$ cat src/rtl/dec_pkg.sv
// Shared types and helpers for the registered scan decoder.
// Holds the FSM state encoding, a one-hot builder and a width helper.
package dec_pkg;

  typedef enum logic [1:0] {
    IDLE   = 2'd0,
    DIRECT = 2'd1,
    SCAN   = 2'd2
  } state_e;

  localparam int MAX_N = 32;

  // Bits needed to count 0..value-1, never less than one.
  function automatic int clog2_min1(input int value);
    int w;
    w = 0;
    for (int i = 0; i < 31; i++) begin
      if ((1 << i) < value) w = i + 1;
    end
    return (w < 1) ? 1 : w;
  endfunction

  function automatic logic [MAX_N-1:0] onehot(input int unsigned idx, input int unsigned n);
    logic [MAX_N-1:0] r;
    r = '0;
    if (idx < n) r[idx[4:0]] = 1'b1;
    return r;
  endfunction

endpackage

$ cat src/rtl/scan_decoder_dwell_counter.sv
// Dwell counter for the scan decoder: counts 0..DWELL-1 while run is high.
// tick flags the last cycle of a dwell; clear has priority over run.
module dwell_counter
  import dec_pkg::*;
#(
  parameter int DWELL = 4
) (
  input  logic clk,
  input  logic rst_n,
  input  logic run,
  input  logic clear,
  output logic tick
);

  localparam int CW = clog2_min1(DWELL);
  localparam logic [CW-1:0] LAST = CW'(DWELL - 1);

  logic [CW-1:0] cnt_q;
  logic [CW-1:0] cnt_d;

  // Explicit compare so non-power-of-two dwells wrap correctly.
  assign tick = (cnt_q == LAST);

  always_comb begin
    cnt_d = cnt_q;
    if (clear) begin
      cnt_d = '0;
    end else if (run) begin
      cnt_d = tick ? '0 : cnt_q + 1'b1;
    end
  end

  always_ff @(posedge clk or negedge rst_n) begin
    if (!rst_n) begin
      cnt_q <= '0;
    end else begin
      cnt_q <= cnt_d;
    end
  end

endmodule

$ cat src/rtl/scan_decoder.sv
// Registered binary-to-one-hot decoder with an automatic scan mode.
// y, idx and wrap are all registered and change on the same clock edge.
module scan_decoder
  import dec_pkg::*;
#(
  parameter int SEL_W      = 2,
  parameter int DWELL      = 4,
  parameter int ACTIVE_LOW = 0
) (
  input  logic                  clk,
  input  logic                  rst_n,
  input  logic                  en,
  input  logic                  mode,
  input  logic [SEL_W-1:0]      sel,
  output logic [(1<<SEL_W)-1:0] y,
  output logic [SEL_W-1:0]      idx,
  output logic                  wrap
);

  localparam int N = 1 << SEL_W;
  localparam logic [N-1:0]     Y_IDLE   = {N{ACTIVE_LOW != 0}};
  localparam logic [SEL_W-1:0] IDX_LAST = SEL_W'(N - 1);

  state_e           state_q, state_d;
  logic [SEL_W-1:0] idx_q, idx_d;
  logic [N-1:0]     y_q, y_d;
  logic             wrap_q, wrap_d;
  // Set once scanning has run; lets IDLE distinguish "paused scan" from "fresh".
  logic             resume_q, resume_d;
  logic             run;
  logic             clear;
  logic             tick;

  dwell_counter #(
    .DWELL(DWELL)
  ) u_dwell (
    .clk   (clk),
    .rst_n (rst_n),
    .run   (run),
    .clear (clear),
    .tick  (tick)
  );

  always_comb begin
    state_d  = IDLE;
    idx_d    = idx_q;
    y_d      = Y_IDLE;
    wrap_d   = 1'b0;
    resume_d = resume_q;
    run      = 1'b0;
    clear    = 1'b0;

    if (!en) begin
      state_d = IDLE;
    end else if (!mode) begin
      state_d  = DIRECT;
      idx_d    = sel;
      clear    = 1'b1;
      resume_d = 1'b0;
    end else begin
      state_d  = SCAN;
      resume_d = 1'b1;
      if (state_q == SCAN || (state_q == IDLE && resume_q)) begin
        run = 1'b1;
        if (tick) begin
          idx_d  = (idx_q == IDX_LAST) ? '0 : idx_q + 1'b1;
          wrap_d = (idx_q == IDX_LAST);
        end
      end else begin
        idx_d = '0;
        clear = 1'b1;
      end
    end

    // Inactive mask XOR one-hot gives one-hot or one-cold as configured.
    if (en) begin
      y_d = N'(onehot(32'(idx_d), N)) ^ Y_IDLE;
    end
  end

  always_ff @(posedge clk or negedge rst_n) begin
    if (!rst_n) begin
      state_q  <= IDLE;
      idx_q    <= '0;
      y_q      <= Y_IDLE;
      wrap_q   <= 1'b0;
      resume_q <= 1'b0;
    end else begin
      state_q  <= state_d;
      idx_q    <= idx_d;
      y_q      <= y_d;
      wrap_q   <= wrap_d;
      resume_q <= resume_d;
    end
  end

  assign y    = y_q;
  assign idx  = idx_q;
  assign wrap = wrap_q;

endmodule

$ cat config.mk
export PLATFORM = sky130hd
export DESIGN_NAME = scan_decoder
export DESIGN_NICKNAME = d
export VERILOG_FILES = /design/src/rtl/dec_pkg.sv /design/src/rtl/scan_decoder_dwell_counter.sv /design/src/rtl/scan_decoder.sv
export SDC_FILE = /design/constraint.sdc
export NUM_CORES = 1
export LEC_CHECK = 0
export CAP_MARGIN = 20
export CORE_AREA = 2 2 39 41
export CTS_BUF_LIST = sky130_fd_sc_hd__clkbuf_16
export DETAILED_ROUTE_END_ITERATION = 10
export DIE_AREA = 0 0 41 43
export DONT_BUFFER_PORTS = 1
export PLACE_DENSITY = 0.65
export SLEW_MARGIN = 20
export SYNTH_ARGS = -nofsm -noshare
export SYNTH_HDL_FRONTEND = slang
export SYNTH_SLANG_ARGS = --single-unit
$ cat constraint.sdc
create_clock -name clk -period 1.8 [get_ports clk]
set_clock_uncertainty 0.15 [all_clocks]
set_input_delay 0.54 -clock clk [delete_from_list [all_inputs] [get_ports clk]]
set_output_delay 0.54 -clock clk [all_outputs]
set_load 0.01 [all_outputs]
==> metrics.txt <==
status=completed; PortBufs=0; post-synthesis async set-or-reset flop share=100.0%; vias in the first global route=a little under 400; drt total wl=around 1100 um; Synth area leader=dfrtp_1; GRT Resource Usage Total=around 16%; Core Region=between 0.001 and 0.0015 mm^2; Worst-Skew Late Latency=about 0.24 ns; Cell Area, Synth=about 540 um^2; clock buffer depth=2; Setup violations, final=0; synth warn=0; Initial Utilization=about two fifths; Mean Syn Cell Area=about 11 um^2; CTS clk-pin slew, worst paths=~0.040 ns; clk sinks=12; Yosys reg bits=12; Slowest cell on crit path=dfrtp_1; maxcap violations=0; endpoints failing hold=0; Synthesized Nets=55; Slew HR=63.95%; CP Launch Type=flip-flop; commonest non-fill, non-tap cell in the layout=dfrtp_1; CP max FO=5; Syn Inst Count=47; TritonCTS Buffers=3; Die W=41 um; Max Slew Vio Count=0; Worst Path Required=between 1.5 and 2 ns; Final ANT Viol Nets=0; Die Y=approximately 43 um; worst-margin pin slew=approximately 0.54 ns; Synth top area share=56.07%; H-tree depth=1; worst reg-to-reg path cell count=4; P&R area growth vs syn=34.11%; commonest cells after routing, fill and taps aside=12 x dfrtp_1, 6 x buf_4, 4 x nor2_1, 4 x nor2b_1, 4 x nand2_1; Cell Chain, Critical Path=ha_4 > mux2_4 > a221o_1 > and3_1; Worst path max stage delay=0.41 ns; setup ws final=about 0.093 ns; Post-Route Setup TNS=0 ns; CTS root buf=clkbuf_16; antenna violations before repair=0; CP Capture Point=y[1]; Lkg Pwr=between 0.3 and 0.4 nW; Synth area leaders=dfrtp_1 56%, ha_1 4.7%, nor2b_1 4.7%, a2111oi_2 2.8%, mux2_4 2.8%; drt first pass iters=4; WS Path Type=flip-flop to flip-flop; Fmax=a little under 600 MHz; CP Capture Type=flip-flop; DRT iter0 DRCs=2; hpwl dp=approximately 660 um; number of synthesized flops with an enable pin=0; largest net degree at the start of global routing=15; VDD IR max=around 0.00054 V; pwr/cell area=1140 mW/mm^2; Die ar.=between 0.0015 and 0.002 mm^2; diode count=0; DRC viols=0; Fill cells=about 120; RSZ-0062 raised after global routing=false; Final Wtd Congestion=between 0.6 and 0.7; Rows=14; CP arrival=around 1.7 ns; drt wl/cell=approximately 15 um; layout cells sized above 1=approximately 28%; R2R Path End=y[1]; crit path time final=roughly 1.7 ns; IO Pins=13; Nets=66; Setup WS pre-CTS=0.01676 ns; register area share after synthesis=between 50% and 60%; GRT overflow=0; Netlist cell types=22; Vias=381; Final period util=94.83%; Hold Crit Class=input port to flip-flop; Via density=between 5 and 6; Reg2Reg Launch Point=u_dwell.cnt_q[0]; CTS tree=yes; crit path launch=u_dwell.cnt_q[0]; first-pass GRT wire length=roughly 1700 um; Synth Flop Type=dfrtp_1; R2R Setup Slk=between 0.09 and 0.1 ns
-- worst min path at each step --
stage	start	to	slack, ns	cells past startpoint
after floorplan	rst_n	idx[0]	0.09	0
after global placement	rst_n	wrap	0.09	0
after detailed placement	rst_n	wrap	0.09	0
after CTS	mode	state_q[0]	0.21	1
after global routing	mode	state_q[0]	0.20	1
final	mode	state_q[0]	0.21	1
-- Yosys cell counts, types with 2 or more instances --
cell,count
inv_1,3
dfrtp_1,12
nand2b_1,2
nand2_1,4
nand3_1,2
nor2_1,4
nor2b_1,4
ha_1,2
-- timing repair --
action | 4_1_cts | 5_1_grt
resized for setup | 0 | 4
setup endpoints to repair | 0 | 5
endpoints found under the hold margin | 12 | 0
hold buffers | 1 | 0
setup buffers | 0 | 2
-- kinds of logic after synthesis --
family / share of synthesized area, %
AND/OR/NAND/NOR: 20.33
buffers and inverters: 2.803
flip-flops: 56.08
adder cells (fa/ha/maj): 4.672
multiplexers: 4.906
AO/OA/AOI/OAI: 11.21
-- per-layer routing --
| layer | vias to the layer above | GRT usage (%) | part of all wire [%] |
|---|---|---|---|
| met5 | - | 0 | 0 |
| met4 | 0 | 12.00 | 1.0 |
| met3 | 2 | 5.236 | 6.7 |
| met2 | 16 | 21.56 | 48 |
| met1 | 181 | 18.67 | 44 |
| li1 | 182 | - | - |
-- power by group --
group          internal (mW)  switching, mW  total (mW)  leakage [nW]
sequential             0.292         0.0178       0.310         0.156
clock                  0.292          0.113       0.405        0.0385
combinational         0.0528         0.0507       0.103         0.138
-- layout make-up --
cell class	instances	area (um^2)	share of cell area, %
sequential	12	300.3	41.81
multi-input combinational	31	252.7	35.19
clock buffer	3	75.07	10.45
timing repair buffer	7	55.05	7.666
tap	16	20.02	2.787
inverter	3	11.26	1.568
clock inverter	1	3.754	0.5226
-- critical path: cells and delay by family (launching register included) --
kind                       cells  cell delay [ns]
adders and majority gates      1             0.19
DFF                            1             0.41
muxes                          1             0.29
AOI/OAI and AO/OA              1             0.35
and+or+nand+nor                1             0.20
-- sequential cells by signal, summed over array words and instances (netlist names) --
| signal | flops |
|---|---|
| idx | 2 |
| resume_q | 1 |
| state_q | 2 |
| u_dwell.cnt_q | 2 |
| wrap | 1 |
| y | 4 |
-- stage by stage --
stage               hold WS, ns  power, mW  std cells  util, %  instance area [um^2]
finish                   0.2094     0.8185         73    51.90                 718.2
global route             0.2035     0.8588         73    51.90                 718.2
CTS                      0.2053     0.8103         71    48.46                 670.6
detailed placement      0.09469     0.3880         66    42.04                 581.8
global placement        0.09471     0.3851         66    42.04                 581.8
floorplan               0.09441     0.3679         47        -                 535.5
Note: power is estimated with default switching activity, not from simulation.
